--- src/rtl/demux_registrado.sv ---
// -----------------------------------------------------------------------------
// demux_registrado
//   Registered 1:4 demultiplexer. One LARGURA-bit word from a single producer
//   is steered into one of four one-entry holding registers (S0..S3). Every
//   channel has its own valid/ready handshake, so consumers stall
//   independently of one another. A channel that is drained and refilled on
//   the same edge keeps valida set, which sustains one word per cycle.
//
// Optional feature (macro DEMUX_ROUND_ROBIN_EN):
//   When defined, chave is ignored. An internal 2-bit pointer picks the
//   destination channel and advances only when a word is accepted, so words
//   land strictly in the order S0,S1,S2,S3,S0,...
//   When undefined (default), the destination is chave.
//
// Ports:
//   clk             in   rising-edge clock
//   rst             in   asynchronous reset, active-high
//   entrada         in   LARGURA  input data word
//   chave           in   2        destination select (00->S0 .. 11->S3)
//   entrada_valida  in   1        producer presents a word
//   entrada_pronta  out  1        block can accept a word this cycle
//   S0..S3          out  LARGURA  channel data registers
//   valida          out  4        valida[i]: S<i> holds an unconsumed word
//   pronta          in   4        pronta[i]: consumer i takes S<i> this cycle
//   contador        out  8        accepted-word count, wraps modulo 256
// -----------------------------------------------------------------------------
module demux_registrado #(
    parameter int LARGURA = 16
) (
    input  logic               clk,
    input  logic               rst,
    input  logic [LARGURA-1:0] entrada,
    input  logic [1:0]         chave,
    input  logic               entrada_valida,
    output logic               entrada_pronta,
    output logic [LARGURA-1:0] S0,
    output logic [LARGURA-1:0] S1,
    output logic [LARGURA-1:0] S2,
    output logic [LARGURA-1:0] S3,
    output logic [3:0]         valida,
    input  logic [3:0]         pronta,
    output logic [7:0]         contador
);

    logic [LARGURA-1:0] r_dados [4];
    logic [3:0]         r_valida;
    logic [7:0]         r_contador;
    logic [1:0]         w_sel;
    logic               w_pronta;
    logic               w_aceita;
    logic [3:0]         w_carrega;

`ifdef DEMUX_ROUND_ROBIN_EN
    logic [1:0]         r_rr;

    // Destination channel comes from the round-robin pointer
    always_comb begin
        w_sel = r_rr;
    end

    // Round-robin pointer: advances 3->0 only on an accepted word, so an
    // unaccepted word keeps the producer waiting on the same channel
    always_ff @(posedge clk or posedge rst) begin
        if (rst) begin
            r_rr <= 2'd0;
        end else if (w_aceita) begin
            r_rr <= r_rr + 2'd1;
        end else begin
            r_rr <= r_rr;
        end
    end
`else
    // Destination channel comes straight from chave
    always_comb begin
        w_sel = chave;
    end
`endif

    // Ready toward the producer: the chosen slot is empty or is being drained
    // this same edge; forced low while reset is held
    always_comb begin
        w_pronta = 1'b0;
        if (rst) begin
            w_pronta = 1'b0;
        end else begin
            w_pronta = ~r_valida[w_sel] | pronta[w_sel];
        end
        w_aceita = entrada_valida & w_pronta;
    end

    // One-hot load enable for the channel receiving the accepted word
    always_comb begin
        w_carrega = 4'b0000;
        if (w_aceita) begin
            case (w_sel)
                2'd0:    w_carrega = 4'b0001;
                2'd1:    w_carrega = 4'b0010;
                2'd2:    w_carrega = 4'b0100;
                2'd3:    w_carrega = 4'b1000;
                default: w_carrega = 4'b0000;
            endcase
        end else begin
            w_carrega = 4'b0000;
        end
    end

    // Channel data registers: load on accept, otherwise hold (a drained
    // channel keeps its last word visible)
    always_ff @(posedge clk or posedge rst) begin
        if (rst) begin
            for (int i = 0; i < 4; i++) begin
                r_dados[i] <= {LARGURA{1'b0}};
            end
        end else begin
            for (int i = 0; i < 4; i++) begin
                if (w_carrega[i]) begin
                    r_dados[i] <= entrada;
                end else begin
                    r_dados[i] <= r_dados[i];
                end
            end
        end
    end

    // Channel valid flags: a load wins over a same-edge drain so a channel can
    // be emptied and refilled in one cycle; pronta on an empty slot is inert
    always_ff @(posedge clk or posedge rst) begin
        if (rst) begin
            r_valida <= 4'b0000;
        end else begin
            for (int i = 0; i < 4; i++) begin
                if (w_carrega[i]) begin
                    r_valida[i] <= 1'b1;
                end else begin
                    r_valida[i] <= r_valida[i] & ~pronta[i];
                end
            end
        end
    end

    // Accepted-word counter, wraps silently from 255 to 0
    always_ff @(posedge clk or posedge rst) begin
        if (rst) begin
            r_contador <= 8'd0;
        end else if (w_aceita) begin
            r_contador <= r_contador + 8'd1;
        end else begin
            r_contador <= r_contador;
        end
    end

    assign entrada_pronta = w_pronta;
    assign S0             = r_dados[0];
    assign S1             = r_dados[1];
    assign S2             = r_dados[2];
    assign S3             = r_dados[3];
    assign valida         = r_valida;
    assign contador       = r_contador;

endmodule
--- config.mk ---
export PLATFORM = sky130hd
export DESIGN_NAME = demux_registrado
export DESIGN_NICKNAME = d
export VERILOG_FILES = /design/src/rtl/demux_registrado.sv
export SDC_FILE = /design/constraint.sdc
export NUM_CORES = 1
export LEC_CHECK = 0
export CORE_ASPECT_RATIO = 1.75
export CORE_MARGIN = 10
export CORE_UTILIZATION = 45
export CTS_BUF_LIST = sky130_fd_sc_hd__clkbuf_2 sky130_fd_sc_hd__clkbuf_4 sky130_fd_sc_hd__clkbuf_8
export CTS_CLUSTER_SIZE = 25
export DETAILED_ROUTE_END_ITERATION = 16
export GPL_TIMING_DRIVEN = 0
export HOLD_SLACK_MARGIN = 0.08
export PLACE_DENSITY = 0.83
export SLEW_MARGIN = 5
export SYNTH_ARGS = -nofsm -noshare
export SYNTH_HDL_FRONTEND = slang
export SYNTH_SLANG_ARGS = --single-unit
--- constraint.sdc ---
create_clock -name clk -period 3.7 [get_ports clk]
set_input_delay 0.37 -clock clk [delete_from_list [all_inputs] [get_ports clk]]
set_output_delay 0.37 -clock clk [all_outputs]
set_load 0.01 [all_outputs]
# --- Word-level counts from Yosys, hierarchy flattened ---
# Index checks and enable logic that the tools add are counted.
word_totals:
  reg_bits: 76
  latchBits: 0
  ramBits: 0
  rom_bits: 0
  in_bits: 25
  output_inout_bits: 77
  n_memories: 0
classes:
  add_sub_neg: 1
  mul: 0
  n_div: 0
  magnitude_cmp: 1
  eq_ne: 3
  n_shift: 0
  mux: 11
  bitwise: 11
  reduce_logical: 1
ops:
  columns: ["operator", "n"]
  rows:
  - ["$pmux 4 s4", 1]
  - ["$add 8x1->8 const B", 1]
  - ["$mux 1", 7]
  - ["$and 1x1->1", 5]
  - ["$not 1->1", 5]
  - ["$bmux 1 s2", 2]
  - ["$eq 2x2->1 const B", 2]
  - ["$mux 4", 1]
  - ["$lt 2x3->1 const B", 1]
  - ["$eq 2x1->1 const B", 1]
  - ["$logic_not 2->1", 1]
  - ["$or 1x1->1", 1]

# --- Logic depth before layout (Yosys ltp) ---
depth:
  ltp_word: 8
  depth_mapped: 5
  mapped_depth_nobuf: 4

# --- Worst setup path after synthesis ---
# OpenSTA, ideal clock, no wires.
synth_timing:
  path_type: "register to register"
  from: "register r_valida[0], in the netlist valida[0]"
  to: "register r_contador[1], in the netlist contador[1]"
  setup_ps: 128
  t_arrival_ps: 1612
  slack_ps: 1960
  stages_incl_launch_ff: 5
  n_path_buf: 0
  synth_period_minus_slack_ps: 1740
  path_cell_list: "dfrtp_1 > nor2b_1 > mux4_2 > nor2_1 > mux2_1"
synth_between:
  elab_chain_cells: 6
synth_lines:
  columns: ["element", "line_no", "source"]
  rows:
  - ["start: declaration", "46", "logic [3:0] r_valida;"]
  - ["start signal: indexed assignment", "135", "r_valida[i] <= r_valida[i] & ~pronta[i];"]
  - ["$bmux 1 s2", "86", "w_pronta = ~r_valida[w_sel] | pronta[w_sel];"]
  - ["$mux 1 (implied by the code)", "86", null]
  - ["$not 1->1", "86", null]
  - ["$or 1x1->1", "86", null]
  - ["$mux 1", "83", "if (rst) begin"]
  - ["$and 1x1->1", "88", "w_aceita = entrada_valida & w_pronta;"]
  - ["end signal: assignment", "146", "r_contador <= r_contador + 8'd1;"]
  - ["end signal: assignment", "148", "r_contador <= r_contador;"]
  - ["end: declaration", "47", "logic [7:0] r_contador;"]
# Every way passes these cells. The select of a mux whose other input is x is not followed.
# A chain may end at the register's enable or synchronous reset.

# --- Final worst setup path ---
layout_timing:
  from: "input port pronta[0]"
  to: "output port entrada_pronta"
layout_between:
  elab_chain_cells: 4
layout_lines:
  columns: ["element", "line_no", "source"]
  rows:
  - ["start: declaration", "41", "input logic [3:0] pronta,"]
  - ["$bmux 1 s2", "86", null]
  - ["$mux 1 (implied by the code)", "86", null]
  - ["$or 1x1->1", "86", null]
  - ["$mux 1", "83", null]
  - ["end: declaration", "35", "output logic entrada_pronta,"]
# Every way passes these cells. The select of a mux whose other input is x is not followed.

==> impl_table.tex <==
\begin{tabular}{lr}
\hline
Metric & Value \\
\hline
\multicolumn{2}{l}{\textbf{Logic synthesis}} \\
\quad Most area-consuming cells after synthesis & sky130\_fd\_sc\_hd\_\_dfrtp\_1 (64\%), sky130\_fd\_sc\_hd\_\_mux2\_2 (24\%), sky130\_fd\_sc\_hd\_\_xor2\_1 (2.1\%) \\
\quad Syn nets & 216 \\
\quad Syn. warnings & 0 \\
\quad Synthesized netlist cell count & 190 \\
\quad Portion of synthesized cell area occupied by the leading cell type & 0.6381 \\
\quad Count of cell types in the netlist & 23 \\
\quad Sequential cell area fraction in the yosys report & 0.6381 \\
\quad Number of synthesized register bits & 76 \\
\quad Post-synthesis cell type with the largest combined area & sky130\_fd\_sc\_hd\_\_dfrtp\_1 \\
\quad Netlist area before placement & 2980 um2 \\
\quad Synthesized area per cell & 15.69 um2 \\
\multicolumn{2}{l}{\textbf{Setup path}} \\
\quad Stages on the worst setup path & 5 \\
\quad Startpoint type of the worst setup path & primary input \\
\quad Cell-by-cell listing of the critical path & clkdlybuf4s50\_1 > nor2b\_1 > mux4\_2 > nor2\_1 > clkdlybuf4s50\_1 \\
\quad Launching instance or port of the critical path & pronta[0] \\
\quad Worst-path cell with the longest stage delay & sky130\_fd\_sc\_hd\_\_mux4\_2 \\
\quad Cell family with the largest share of critical-path delay & buffers and inverters \\
\quad Cell depth of the worst flop-to-flop path & 4 \\
\quad CP endpoint kind & output port \\
\quad Most Frequent Cell on Critical Path & sky130\_fd\_sc\_hd\_\_clkdlybuf4s50\_1 \\
\quad Crit path kind & in2out \\
\quad Worst Path Required & 3.33 ns \\
\quad Largest fanout on the critical path & 8 \\
\quad Worst path bufs/invs & 2 \\
\quad Critical path arrival & 2.18 ns \\
\quad Highest cell delay on the worst timing path & 0.58 ns \\
\quad Worst R2R Start & valida[1] \\
\multicolumn{2}{l}{\textbf{Timing}} \\
\quad Number of failing hold endpoints at the final stage & 0 \\
\quad Final worst clock skew & 0.005118 ns \\
\quad Worst-margin pin slew & 0.7063 ns \\
\quad Setup ws final & 1.153 ns \\
\quad Crit share post-route & 0.6885 \\
\quad Final Max Tran Viols & 0 \\
\quad Fmax & 392.6 MHz \\
\quad Post-layout min period & 2.547 ns \\
\quad WHS & 0.4741 ns \\
\quad Worst slew slack as a fraction of its limit & 0.5265 \\
\quad Total Negative Setup Slacks & 0 ns \\
\quad Setup repair after global routing missed its margin & no \\
\quad Setup-violating endpoint count in the final report & 0 \\
\multicolumn{2}{l}{\textbf{Floorplan}} \\
\quad Number of I/O pins & 102 \\
\quad Chip height & 127.7 um \\
\quad Placeable core region & 6490 um2 \\
\quad Effective utilization at floorplan & 0.4592 \\
\quad Number of standard-cell rows in the floorplan & 39 \\
\quad Overall die area & 10410 um2 \\
\quad Width of the die & 81.52 um \\
\multicolumn{2}{l}{\textbf{Clock tree}} \\
\quad Count of H-tree levels built during CTS & 3 \\
\quad Post-CTS Hold Fix Bufs & 0 \\
\quad TritonCTS clock tree & done \\
\quad CTS Root Buffer Type & sky130\_fd\_sc\_hd\_\_clkbuf\_8 \\
\quad Clock sink total & 76 \\
\quad Clock buffer depth & 2 \\
\quad Number of buffers inserted to repair setup after CTS & 0 \\
\quad Latest clock arrival within the worst-skew pair & 0.35 ns \\
\quad Number of buffers created by CTS & 9 \\
\quad Clock slew at the register clock pins of the worst setup and hold paths & 0.08 ns \\
\quad Resized Gates After CTS & 0 \\
\multicolumn{2}{l}{\textbf{Layout}} \\
\quad Layout overhead on the synthesized area & 43.58\% \\
\quad Fraction of final layout cells with drive strength greater than 1 & 0.3094 \\
\quad Area taken by flip-flops and latches & 1902 um2 \\
\quad Number of nets in the final layout & 328 \\
\quad Final instance count without filler cells & 389 \\
\quad Multi-input logic area & 1035 um2 \\
\quad Fin area & 4279 um2 \\
\quad Antenna Cells & 0 \\
\quad Filler cells & 497 \\
\quad Layout Utilization & 0.6593 \\
\multicolumn{2}{l}{\textbf{Route}} \\
\quad Final WL & 7437 um \\
\quad Pre-Repair DR Iteration Count & 4 \\
\quad Routed wirelength normalized by instance count & 19.12 um \\
\quad Total via count after detailed routing & 1949 \\
\quad Drt first-iter violations & 83 \\
\quad Remaining antenna violation count & 0 \\
\quad DRC Markers & 0 \\
\quad Vias per std cell & 5.010 \\
\multicolumn{2}{l}{\textbf{Global route}} \\
\quad Number of global-route vias before repair & 2201 \\
\quad Initial antenna violation count & 0 \\
\quad Maximum number of pins on one net before global-route repair & 44 \\
\quad Wire length of the first global-routing pass & 11500 um \\
\quad Global routing usage summed across all routing layers & 0.1451 \\
\quad Final global-route overflow total & 0 \\
\multicolumn{2}{l}{\textbf{Pwr}} \\
\quad Switching power share of the total & 0.2876 \\
\quad Clock power share & 0.223 \\
\quad Cell Int Power & 1.779 mW \\
\quad Sequential group share of total power & 0.462 \\
\quad Highest ir drop seen on vdd & 0.0003632 V \\
\quad Leakage power summed over all cells & 1.843 nW \\
\quad Cell Pwr Density & 583.5 nW/um2 \\
\quad Power, Total & 2.497 mW \\
\quad Part of the total power dissipated in combinational logic & 0.316 \\
\quad Switching power & 718.2 uW \\
\multicolumn{2}{l}{\textbf{Placement}} \\
\quad Post-Place Setup Slack & 1.109 ns \\
\quad Total instance count after detailed placement & 373 \\
\quad Routability congestion estimate & 0.7699 \\
\quad Post-DP Area & 4106 um2 \\
\quad Half-perimeter wire length after detailed placement & 5671 um \\
\quad Quantity of I/O buffers inserted on ports & 100 \\
\multicolumn{2}{l}{\textbf{Outcome}} \\
\quad Status & complete, no violations \\
\multicolumn{2}{l}{\textbf{Job}} \\
\quad Maximum Capacitance Violations & 0 \\
\multicolumn{2}{l}{\textbf{Hold path}} \\
\quad Number of cells on the worst hold path & 3 \\
\quad Startpoint of the most critical hold path & chave[1] \\
\quad Min-delay worst type & in2reg \\
\hline
\end{tabular}
-- cell families after synthesis --
logic type,synth area share
flip-flops,0.6381
buffers and inverters,0.01469
XOR/XNOR,0.02057
AND/OR/NAND/NOR,0.06926
multiplexers,0.2531
adder cells (fa/ha/maj),0.004197
-- worst min-delay path, cell delays in order --
cell	delay, ns
sky130_fd_sc_hd__buf_6	0.10
sky130_fd_sc_hd__nor4_4	0.09
sky130_fd_sc_hd__mux2_2	0.23
-- cells in the mapped netlist, drive strengths merged --
cell type,n
nand4,2
buf,5
nand2,4
mux4,1
inv,2
nor4,2
xor2,7
nor2,4
nor3,5
nand2b,3
nand3,6
nor2b,5
mux2,65
dfrtp,76
or2,2
ha,1
-- power by group through the flow --
stage               Combinational [mW]  Sequential (mW)  Clock, mW
finish                           0.788             1.15      0.556
CTS                              0.811             1.15      0.578
global route                     0.841             1.18      0.604
floorplan                        0.212             1.24          0
detailed placement               0.809             1.17          0
global placement                 0.785             1.15          0
-- layout make-up --
type,count,area share
clock inverters,5,0.006433
repair buffers,101,0.2386
flip-flops and latches,76,0.4444
clock buffers,11,0.03392
multi-input cells,107,0.2418
well taps,82,0.02398
plain buffers,5,0.008480
inverters,2,0.002339
-- flip-flops by register name, indices dropped and copies added, names as in the netlist --
register	cells
contador	8
S2	16
S3	16
S0	16
S1	16
valida	4
-- layout by cell type, fill, tap and decap left out, drive strengths merged --
cell,n
mux2,65
ha,1
or2,2
nand3,6
nor2b,5
nor3,5
nand2,4
xor2,7
nand4,2
mux4,1
nor4,2
nand2b,3
clkinvlp,1
nor2,4
clkbuf,11
buf,6
dfrtp,76
inv,2
clkdlybuf4s50,100
clkinv,4
-- routing by layer --
metal	up-vias	track usage	wire length, um
met1	974	0.1398	2686
met2	72	0.2611	4064
li1	893	-	-
met5	-	0	0
met4	0	0.07574	146
met3	10	0.04635	540
-- final timing paths --
kind / end / slack (ns)
worst min register to register: contador[7] / 0.48
min in group asynchronous: valida[0] / 0.48
max in group asynchronous: S2[14] / 2.65
worst min-delay path: S0[8] / 0.47
worst max-delay path: entrada_pronta / 1.15
worst max register to register: S1[1] / 1.79
Power figures use the tool's default switching activity.
